==> src/rtl/cle_pkg.sv <==
// Shared types and constants for the blob statistics block.
// Records, coordinates and the FSM state encoding live here.
package cle_pkg;

  localparam int IMG_W   = 32;
  localparam int ADDR_W  = 10;
  localparam int LBL_W   = 8;
  localparam int AREA_W  = 11;
  localparam int COORD_W = 5;
  localparam int MAX_OBJ = 8;
  localparam int IDX_W   = 3;
  localparam int CNT_W   = 4;

  localparam logic [ADDR_W-1:0] LAST_A =
    ADDR_W'(IMG_W * IMG_W - 1);

  typedef enum logic [2:0] {
    S_IDLE,
    S_SCAN,
    S_DRAIN,
    S_EMIT,
    S_DONE
  } state_e;

  typedef struct packed {
    logic [COORD_W-1:0] row;
    logic [COORD_W-1:0] col;
  } rc_t;

  typedef struct packed {
    logic [LBL_W-1:0]   label;
    logic [AREA_W-1:0]  area;
    logic [COORD_W-1:0] rmin;
    logic [COORD_W-1:0] rmax;
    logic [COORD_W-1:0] cmin;
    logic [COORD_W-1:0] cmax;
    logic               vld;
  } obj_rec_t;

  function automatic rc_t addr_to_rc(
    input logic [ADDR_W-1:0] a
  );
    rc_t rc;
    rc.row = a[ADDR_W-1:COORD_W];
    rc.col = a[COORD_W-1:0];
    return rc;
  endfunction

endpackage

==> src/rtl/cle_blob_stats_if.sv <==
// Object record stream: valid/ready plus the record fields.
// The producer drives fields and valid; the consumer drives ready.
interface cle_blob_stats_if;
  import cle_pkg::*;

  logic               out_valid;
  logic               out_ready;
  logic [LBL_W-1:0]   out_label;
  logic [AREA_W-1:0]  out_area;
  logic [COORD_W-1:0] out_rmin;
  logic [COORD_W-1:0] out_rmax;
  logic [COORD_W-1:0] out_cmin;
  logic [COORD_W-1:0] out_cmax;

  modport master (
    output out_valid,
    output out_label,
    output out_area,
    output out_rmin,
    output out_rmax,
    output out_cmin,
    output out_cmax,
    input  out_ready
  );

  modport slave (
    input  out_valid,
    input  out_label,
    input  out_area,
    input  out_rmin,
    input  out_rmax,
    input  out_cmin,
    input  out_cmax,
    output out_ready
  );

endinterface

==> src/rtl/cle_obj_table.sv <==
// Flop-based object table: parallel label match, in-order allocation,
// single-cycle area/bounding-box update and an indexed read port.
module cle_obj_table
  import cle_pkg::*;
(
  input  logic             clk,
  input  logic             rst_n,
  input  logic             clr_i,
  input  logic             pix_vld_i,
  input  logic [LBL_W-1:0] lbl_i,
  input  rc_t              rc_i,
  input  logic [IDX_W-1:0] rd_idx_i,
  output obj_rec_t         rd_rec_o,
  output logic [CNT_W-1:0] cnt_o,
  output logic [CNT_W-1:0] cnt_nxt_o,
  output logic             ovf_o
);

  obj_rec_t         tbl_q [MAX_OBJ];
  obj_rec_t         tbl_d [MAX_OBJ];
  logic [CNT_W-1:0] cnt_q, cnt_d;
  logic             ovf_q, ovf_d;
  logic [MAX_OBJ-1:0] hit;

  always_comb begin
    tbl_d = tbl_q;
    cnt_d = cnt_q;
    ovf_d = ovf_q;
    hit   = '0;
    for (int i = 0; i < MAX_OBJ; i++)
      hit[i] = tbl_q[i].vld &&
               (tbl_q[i].label == lbl_i);
    if (clr_i) begin
      for (int i = 0; i < MAX_OBJ; i++)
        tbl_d[i] = '0;
      cnt_d = '0;
      ovf_d = 1'b0;
    end else if (pix_vld_i && lbl_i != '0) begin
      if (|hit) begin
        for (int i = 0; i < MAX_OBJ; i++) begin
          if (hit[i]) begin
            tbl_d[i].area = tbl_q[i].area + AREA_W'(1);
            if (rc_i.row < tbl_q[i].rmin)
              tbl_d[i].rmin = rc_i.row;
            if (rc_i.row > tbl_q[i].rmax)
              tbl_d[i].rmax = rc_i.row;
            if (rc_i.col < tbl_q[i].cmin)
              tbl_d[i].cmin = rc_i.col;
            if (rc_i.col > tbl_q[i].cmax)
              tbl_d[i].cmax = rc_i.col;
          end
        end
      end else if (cnt_q < CNT_W'(MAX_OBJ)) begin
        tbl_d[cnt_q[IDX_W-1:0]] = '{
          label: lbl_i,
          area:  AREA_W'(1),
          rmin:  rc_i.row,
          rmax:  rc_i.row,
          cmin:  rc_i.col,
          cmax:  rc_i.col,
          vld:   1'b1
        };
        cnt_d = cnt_q + CNT_W'(1);
      end else begin
        ovf_d = 1'b1;
      end
    end
  end

  always_ff @(posedge clk or negedge rst_n) begin
    if (!rst_n) begin
      for (int i = 0; i < MAX_OBJ; i++)
        tbl_q[i] <= '0;
      cnt_q <= '0;
      ovf_q <= 1'b0;
    end else begin
      tbl_q <= tbl_d;
      cnt_q <= cnt_d;
      ovf_q <= ovf_d;
    end
  end

  assign rd_rec_o  = tbl_q[rd_idx_i];
  assign cnt_o     = cnt_q;
  assign cnt_nxt_o = cnt_d;
  assign ovf_o     = ovf_q;

endmodule

==> src/rtl/cle_blob_stats.sv <==
// Raster-scans the label SRAM, accumulates per-label stats and
// streams one record per object in first-seen order.
module cle_blob_stats
  import cle_pkg::*;
(
  input  logic              clk,
  input  logic              reset,
  input  logic              start,
  input  logic [LBL_W-1:0]  sram_q,
  output logic [ADDR_W-1:0] sram_a,
  output logic              sram_wen,
  output logic              busy,
  output logic [CNT_W-1:0]  obj_count,
  output logic              overflow,
  output logic              done,
  cle_blob_stats_if.master  rec
);

  state_e            state_q, state_d;
  logic [ADDR_W-1:0] addr_q, addr_d;
  logic [IDX_W-1:0]  idx_q, idx_d;
  logic              pix_q;
  rc_t               rc_q;
  logic              clr;
  obj_rec_t          rd_rec, shown;
  logic [CNT_W-1:0]  cnt_nxt;
  logic              unused_vld;

  always_ff @(posedge clk or negedge reset) begin
    if (!reset) begin
      state_q <= S_IDLE;
      addr_q  <= '0;
      idx_q   <= '0;
      pix_q   <= 1'b0;
      rc_q    <= '0;
    end else begin
      state_q <= state_d;
      addr_q  <= addr_d;
      idx_q   <= idx_d;
      pix_q   <= (state_q == S_SCAN);
      rc_q    <= addr_to_rc(addr_q);
    end
  end

  always_comb begin
    state_d = state_q;
    addr_d  = addr_q;
    idx_d   = idx_q;
    clr     = 1'b0;
    unique case (state_q)
      S_IDLE: if (start) begin
        state_d = S_SCAN;
        clr     = 1'b1;
        addr_d  = '0;
        idx_d   = '0;
      end
      S_SCAN: begin
        addr_d = addr_q + ADDR_W'(1);
        if (addr_q == LAST_A)
          state_d = S_DRAIN;
      end
      // last pixel lands this cycle, so look at the next count
      S_DRAIN:
        state_d = (cnt_nxt == '0) ? S_DONE : S_EMIT;
      S_EMIT: if (rec.out_ready) begin
        if (CNT_W'(idx_q) + CNT_W'(1) == obj_count) begin
          state_d = S_DONE;
          idx_d   = '0;
        end else begin
          idx_d = idx_q + IDX_W'(1);
        end
      end
      S_DONE: state_d = S_IDLE;
      default: state_d = S_IDLE;
    endcase
  end

  cle_obj_table u_tbl (
    .clk       (clk),
    .rst_n     (reset),
    .clr_i     (clr),
    .pix_vld_i (pix_q),
    .lbl_i     (sram_q),
    .rc_i      (rc_q),
    .rd_idx_i  (idx_q),
    .rd_rec_o  (rd_rec),
    .cnt_o     (obj_count),
    .cnt_nxt_o (cnt_nxt),
    .ovf_o     (overflow)
  );

  assign sram_a   = addr_q;
  assign sram_wen = 1'b1;
  assign busy     = (state_q == S_SCAN)  ||
                    (state_q == S_DRAIN) ||
                    (state_q == S_EMIT);
  assign done     = (state_q == S_DONE);

  assign rec.out_valid = (state_q == S_EMIT);
  assign shown = rec.out_valid ? rd_rec : '0;
  assign unused_vld = shown.vld;

  assign rec.out_label = shown.label;
  assign rec.out_area  = shown.area;
  assign rec.out_rmin  = shown.rmin;
  assign rec.out_rmax  = shown.rmax;
  assign rec.out_cmin  = shown.cmin;
  assign rec.out_cmax  = shown.cmax;

endmodule

==> src/flat_wrapper.sv <==
// flat-port wrapper written by rule: the top's interface ports become plain ports
module cle_blob_stats_flat import cle_pkg::*;
  (clk, reset, start, sram_q, sram_a, sram_wen, busy, obj_count, overflow, done, rec_out_valid, rec_out_label, rec_out_area, rec_out_rmin, rec_out_rmax, rec_out_cmin, rec_out_cmax, rec_out_ready);
  cle_blob_stats_if rec_i ();
  input  logic clk;
  input  logic reset;
  input  logic start;
  input  logic [LBL_W-1:0] sram_q;
  output logic [ADDR_W-1:0] sram_a;
  output logic sram_wen;
  output logic busy;
  output logic [CNT_W-1:0] obj_count;
  output logic overflow;
  output logic done;
  output wire logic [$bits(rec_i.out_valid)-1:0] rec_out_valid;
  output wire logic [$bits(rec_i.out_label)-1:0] rec_out_label;
  output wire logic [$bits(rec_i.out_area)-1:0] rec_out_area;
  output wire logic [$bits(rec_i.out_rmin)-1:0] rec_out_rmin;
  output wire logic [$bits(rec_i.out_rmax)-1:0] rec_out_rmax;
  output wire logic [$bits(rec_i.out_cmin)-1:0] rec_out_cmin;
  output wire logic [$bits(rec_i.out_cmax)-1:0] rec_out_cmax;
  input wire logic [$bits(rec_i.out_ready)-1:0] rec_out_ready;
  assign rec_out_valid = rec_i.out_valid;
  assign rec_out_label = rec_i.out_label;
  assign rec_out_area = rec_i.out_area;
  assign rec_out_rmin = rec_i.out_rmin;
  assign rec_out_rmax = rec_i.out_rmax;
  assign rec_out_cmin = rec_i.out_cmin;
  assign rec_out_cmax = rec_i.out_cmax;
  assign rec_i.out_ready = rec_out_ready;
  cle_blob_stats u_core (.clk(clk), .reset(reset), .start(start), .sram_q(sram_q), .sram_a(sram_a), .sram_wen(sram_wen), .busy(busy), .obj_count(obj_count), .overflow(overflow), .done(done), .rec(rec_i));
endmodule
==> config.mk <==
export PLATFORM = sky130hd
export DESIGN_NAME = cle_blob_stats_flat
export DESIGN_NICKNAME = d
export VERILOG_FILES = /design/src/rtl/cle_pkg.sv /design/src/rtl/cle_blob_stats_if.sv /design/src/rtl/cle_obj_table.sv /design/src/rtl/cle_blob_stats.sv /design/src/flat_wrapper.sv
export SDC_FILE = /design/constraint.sdc
export NUM_CORES = 1
export LEC_CHECK = 0
export CORE_MARGIN = 4
export CORE_UTILIZATION = 35
export CTS_BUF_LIST = sky130_fd_sc_hd__clkbuf_4
export CTS_CLUSTER_SIZE = 8
export DETAILED_ROUTE_END_ITERATION = 6
export HOLD_SLACK_MARGIN = 0.05
export SETUP_SLACK_MARGIN = 0.2
export SYNTH_ARGS = -nofsm -noshare
export SYNTH_HDL_FRONTEND = slang
export SYNTH_SLANG_ARGS = --single-unit
==> constraint.sdc <==
create_clock -name clk -period 7.2 [get_ports clk]
set_input_delay 1.44 -clock clk [delete_from_list [all_inputs] [get_ports clk]]
set_output_delay 1.44 -clock clk [all_outputs]
set_load 0.005 [all_outputs]
# Yosys cells after proc, flatten, opt, wreduce, memory -nomap -nowiden
# Cells that the tools add are included.
dict set report word_totals {
  in_bits 12
  reg_bits 352
  word_cells 329
  out_inout_bits 58
}
dict set report classes {
  n_reduce_logical 66
  n_bitwise 2
  order_cmp 36
  addsub 12
  n_mux 89
  n_eq_ne 60
}
# operator count
set op_table {}
lappend op_table {{two-way mux 320 bit} 3}
lappend op_table {{two-way mux 31 bit} 16}
lappend op_table {{bitwise mux 320 bit} 1}
lappend op_table {{two-way mux 40 bit} 4}
lappend op_table {{two-way mux 5 bit} 32}
lappend op_table {{AND reduction 4 bit} 33}
lappend op_table {{binary-select mux 40 bit (select 3 bit)} 1}
lappend op_table {{demux 40 bit (select 3 bit)} 1}
lappend op_table {{!= test 3 x 1 -> 1 bit, second input constant} 32}
lappend op_table {{adder 11 x 1 -> 11 bit, second input constant} 8}
lappend op_table {{> comparator 5 bit} 16}
lappend op_table {{less-than comparator 5 bit} 16}
lappend op_table {{equality test 8 bit} 8}
lappend op_table {{two-way mux 9 bit} 7}
lappend op_table {{AND reduction 3 bit} 11}
lappend op_table {{two-way mux 3 bit} 8}
lappend op_table {{!= test 3 x 2 -> 1 bit, second input constant} 8}
lappend op_table {{case mux 10 bit (2 select lines)} 1}
lappend op_table {{two-way mux 4 bit} 4}
lappend op_table {{case mux 3 bit (4 select lines)} 1}
lappend op_table {{adder 10 x 1 -> 10 bit, second input constant} 1}
lappend op_table {{equality test 10 bit, second input constant} 1}
lappend op_table {{logical AND 1 bit} 10}
lappend op_table {{two-way mux 10 bit} 1}
lappend op_table {{24 further kinds} 41}

# Longest topological paths before layout
dict set report logic_depth {
  ltp_word 10
  depth_mapped 12
  mapped_depth_nobuf 10
}

# Cells and area by module
# From an unflattened synthesis, not the netlist that was laid out.
dict set report hier_totals {
  hier_cells 2227
  hier_area_um2 23618.9
}
# mod cells_each seq_area_each_um2 instances area_each_um2
set by_module_without_submodules {}
lappend by_module_without_submodules {cle_obj_table 2063 8132.8 1 22107.5}
lappend by_module_without_submodules {cle_blob_stats 164 675.6 1 1511.4}

# Least setup slack after synthesis
# Ideal clock, no wire load.
dict set report synth_path {
  path_kind {input to register}
  start {input port sram_q[1]}
  end {register u_core.u_tbl.tbl_q[206] (netlist bit)}
  arrival_time_ns 3.761
  cell_stages 11
  slack_ns 3.314
  n_path_buf 3
  path_cell_list {buf_4 > xnor2_1 > nand4_1 > nor4_4 > or4_1 > buf_4 > nor3_1 > or3_1 > buf_6 > o31a_4 > mux2_4}
}
dict set report synth_via {
  elab_chain_cells 6
  word_cells_on_any_way 27
  cone_classes {eq/ne (10); mux (3); reduce/logical (14)}
}
# item line_no
set synth_rtl {}
lappend synth_rtl {{from (decl)} flat_wrapper.sv:8} ;# input logic [LBL_W-1:0] sram_q;
lappend synth_rtl {{equality test 8 bit} cle_obj_table.sv:32} ;# (tbl_q[i].label == lbl_i);
lappend synth_rtl {{logical AND 1 bit} cle_obj_table.sv:31} ;# hit[i] = tbl_q[i].vld &&
lappend synth_rtl {{OR reduction 8 bit} cle_obj_table.sv:39} ;# if (|hit) begin
lappend synth_rtl {{two-way mux 31 bit} cle_obj_table.sv:39}
lappend synth_rtl {{two-way mux 320 bit} cle_obj_table.sv:38} ;# end else if (pix_vld_i && lbl_i != '0) begin
lappend synth_rtl {{two-way mux 320 bit} cle_obj_table.sv:33} ;# if (clr_i) begin
lappend synth_rtl {{to (signal assigned)} cle_obj_table.sv:77} ;# tbl_q <= tbl_d;
lappend synth_rtl {{to (decl)} cle_obj_table.sv:19} ;# obj_rec_t tbl_q [MAX_OBJ];
# Parallel ways exist; a longest one is shown, timed or not. The select of a mux whose other input is x is not followed.
# A chain may end at the register's enable or synchronous reset.

# Worst setup path after layout
dict set report layout_path {
  start {register u_core.idx_q[1]}
  end {output port rec_out_rmin[4]}
}
dict set report layout_via {
  elab_chain_cells 5
}
# item line_no
set layout_rtl {}
lappend layout_rtl {{from (decl)} cle_blob_stats.sv:21} ;# logic [IDX_W-1:0] idx_q, idx_d;
lappend layout_rtl {{from (signal assigned)} cle_blob_stats.sv:39} ;# idx_q <= idx_d;
lappend layout_rtl {{inverter 3 -> 4 bit (not written as such)} cle_obj_table.sv:83} ;# assign rd_rec_o = tbl_q[rd_idx_i];
lappend layout_rtl {{binary-select mux 40 bit (select 3 bit)} cle_obj_table.sv:83}
lappend layout_rtl {{two-way mux 40 bit (not written as such) (2 in series)} cle_obj_table.sv:83}
lappend layout_rtl {{two-way mux 40 bit} cle_blob_stats.sv:100} ;# assign shown = rec.out_valid ? rd_rec : '0;
lappend layout_rtl {{to (decl)} flat_wrapper.sv:18} ;# output wire logic [$bits(rec_i.out_rmin)-1:0] rec_out_rmin;
# Every way passes these cells. The select of a mux whose other input is x is not followed.

==> impl_metrics.csv <==
group,metric,value,unit
drt,viasPerCell,5.66,
drt,drc,0,
drt,post_drt_wl_per_cell,22.5,um
setup_path,cp_slowest_cell,"dfrtp_4",
timing,setup_viol_count_final,0,
flow_run,cap_violations,0,
timing,setup-tns-final,0,ns
clock_network,cts_resized,0,
floorplanning,dieHeight,261,um
yosys,yosysSeqAreaShare,0.393,
clock_network,cts_buffers,95,
timing,drv_slew,0,
timing,period_needed,5.37,ns
yosys,synth_edf_count,0,
pwr,vdd_ir_drop_max,0.149,mV
place,port_buffers,68,
setup_path,r2r-start,"u_core.u_tbl.tbl_q[36]$_DFFE_PN0P_",
timing,whs,0.463,ns
drt,wl,71.2,mm
drt,drtIter0Drc,1581,
timing,post-route-period-util,0.745,
yosys,syn_nets,2313,
setup_path,cp-startpoint,"u_core.idx_q[1]$_DFFE_PN0P_",
setup_path,rr_worst_depth,9,
setup_path,critical-path-max-stage-delay,1.05,ns
hold_path,hp-start,"u_core.sram_a[1]$_DFFE_PN0P_",
place,pre_cts_ws,1.17,ns
yosys,postSynthAreaPerCell,10.4,sq um
outcome,outcome,"complete, no violations",
clock_network,cts_tree,"done",
clock_network,cts_buffer_depth,3,
clock_network,h-tree-depth,3,
cells_and_area,drive_above_1_share,0.190,
timing,tightest_slew,1.21,ns
timing,layout_setup_ws,1.83,ns
yosys,synthArstFlopShare,1.00,
floorplanning,dieArea,68200,sq um
clock_network,post_cts_buffers,0,
floorplanning,core_area,63200,sq um
clock_network,clock-sinks,352,
place,gp_congestion,0.911,
clock_network,cts-hold-fix-buffers,0,
floorplanning,rows,92,
drt,vias,17900,
setup_path,cpLargestDelayFamily,"flip-flops",
yosys,syn_area,22400,sq um
clock_network,clk_latency,0.87,ns
yosys,synth-seq-cells,352,
setup_path,worstPathArrival,3.93,ns
global_route,overflow,0,
setup_path,critPathLaunchType,"flip-flop",
yosys,yosys_warnings,0,
global_route,antenna_found_initial,2,
hold_path,hold_path_depth,0,
setup_path,path_cells,"buf_4 > mux4_2 > mux2i_1 > nor2_1 > clkdlybuf4s50_1",
timing,finClkSkew,0.0625,ns
clock_network,clkSlewWorstSetupHoldPaths,0.07,ns
cells_and_area,area_delta_synth_final,12.2,%
hold_path,hold_class,"reg2reg",
yosys,postSynthCellCount,2146,
setup_path,setup.worst_path.end_class,"output pin",
setup_path,r2r-end,"u_core.u_tbl.tbl_q[289]$_DFFE_PN0P_",
floorplanning,initial_core_util,0.355,
setup_path,crit_required,5.76,ns
timing,relSlewSlack,0.185,
hold_path,min_to,"u_core.rc_q[1]$_DFF_PN0_",
place,dpl.hpwl,50.4,mm
global_route,grt_pass1_vias,18600,
setup_path,path_class,"reg2out",
floorplanning,pin_count,70,
timing,hold_viol,0,
global_route,grt_max_degree,137,
cells_and_area,finalNetCount,2413,
clock_network,clockRootBuffer,"clkbuf_4",
pwr,p_per_area,319,nW/um^2
global_route,track_usage,0.209,
setup_path,rrSetupSlack,3.16,ns
timing,fmax,186,MHz
setup_path,cp.depth,5,
yosys,synth_cell_types,72,
timing,rsz0062_at_grt,"no",
setup_path,critPathBufInv,2,
drt,firstDrtPassIters,5,
drt,antenna_left,0,
global_route,grt_pass1_wl,110,mm
floorplanning,fp.dieW,261,um
yosys,synth-main-ff-cell,"dfrtp_1",
setup_path,path_max_fanout,53,
pwr,p_leak,10.7,nW
==> power by group <==
part / switching [mW] / total [mW] / leakage, nW / internal, mW
combinational: 1.88 / 3.31 / 5.17 / 1.43
sequential: 0.573 / 2.88 / 4.84 / 2.31
clock: 0.909 / 1.85 / 0.705 / 0.938
total: 3.36 / 8.04 / 10.7 / 4.67
==> synth_stat cells (11+ instances only) <==
cell type,number,area [sq um]
a21boi_0,18,135
a21oi_1,80,400
a22o_1,41,359
a31oi_1,16,100
and3_1,35,219
buf_1,19,71.3
buf_2,12,60.1
buf_4,15,113
clkbuf_1,44,165
dfrtp_1,352,8810
ha_1,155,1940
inv_1,151,567
mux2_2,145,1630
mux2i_1,68,681
mux4_2,78,1760
nand2_1,98,368
nand2b_1,36,225
nand3_1,57,285
nand4_1,34,213
nor2_1,245,920
nor2b_1,29,181
nor3_1,31,155
nor4_1,11,68.8
o21a_1,20,150
o21ai_0,71,355
o31ai_1,17,128
or3_1,15,93.8
xnor2_1,97,850
xor2_1,16,140
==> sequential cells by signal, summed over array words and instances, names as in the netlist <==
name	flops
u_core.idx_q	3
u_core.pix_q	1
u_core.rc_q	10
u_core.sram_a	10
u_core.state_q	3
u_core.u_tbl.cnt_o	4
u_core.u_tbl.ovf_o	1
u_core.u_tbl.tbl_q	320
==> per-stage QoR <==
| step | power [mW] | std cells | utilization | area, sq um |
|---|---|---|---|---|
| after floorplan | 5.01 | 2146 | - | 22400 |
| after global placement | 6.05 | 2995 | 0.379 | 24000 |
| after detailed placement | 6.16 | 2995 | 0.379 | 24000 |
| after CTS | 8.04 | 3158 | 0.398 | 25200 |
| after global routing | 8.52 | 3161 | 0.398 | 25200 |
| final | 8.04 | 3162 | 0.398 | 25200 |
==> cells by family after synthesis <==
kind of cell    count (synthesis)  synth area share
simple gates                  632             0.138
flops                         352             0.393
compound gates                336            0.0999
mux                           307             0.191
buf+inv                       248            0.0460
fa+ha+maj                     155            0.0865
xor+xnor                      115            0.0456
other cells                     1          0.000167
==> worst max path at each step <==
stage | endpoint | slack, ns
after floorplan | u_core.u_tbl.tbl_q[206]$_DFFE_PN0P_ | 3.31
after global placement | u_core.u_tbl.tbl_q[126]$_DFFE_PN0P_ | 1.30
after detailed placement | u_core.u_tbl.tbl_q[175]$_DFFE_PN0P_ | 1.17
after CTS | rec_out_rmin[4] | 1.75
after global routing | rec_out_rmin[3] | 1.60
final | rec_out_rmin[4] | 1.83
==> layout by cell type, fill, tap and decap left out, types with 11 or more instances in the layout <==
master	n
mux2i_1	68
a21oi_1	80
dfrtp_1	349
o31ai_1	17
nor4_1	11
nand2_1	97
a21boi_0	18
a22o_1	41
mux2_2	145
o21a_1	20
clkbuf_4	129
nand4_1	34
clkdlybuf4s50_1	67
xor2_1	16
or3_1	15
xnor2_1	97
nor2b_1	29
mux4_2	78
a31oi_1	16
nor2_1	245
and3_1	35
inv_1	151
clkinv_1	25
ha_1	155
buf_4	28
o21ai_0	71
nand2b_1	36
nor3_1	31
nand3_1	56
==> worst reg2reg max path, stage by stage, from the launching register on <==
cell and delay, ns:
dfrtp_1 0.42, xnor2_1 0.37, nand3_1 0.16, nor3_1 0.68, nor4_1 0.13, buf_4 0.22
nand2_1 0.68, nand2_1 0.29, o21ai_1 0.57, mux2_2 0.41
==> metal layers <==
metal  part of all wire  global-route usage  wire [um]  up-vias
li1                   -                   -          -     7965
met1               0.43               0.280      30700     9111
met2               0.47               0.338      33300      653
met3              0.069              0.0452       4910      154
met4              0.032              0.0733       2300        0
met5                  0                   0          0        -
==> cell type report <==
| cell class | count | area (sq um) |
|---|---|---|
| diodes | 4 | 10.0 |
| clock buffers | 129 | 968 |
| clock inverters | 34 | 225 |
| fillers | 6130 | 38000 |
| inverters | 154 | 578 |
| multi-input cells | 1546 | 12600 |
| flip-flops and latches | 352 | 8820 |
| well taps | 846 | 1060 |
| repair buffers | 97 | 916 |
Note: power is estimated with default switching activity, not from simulation.
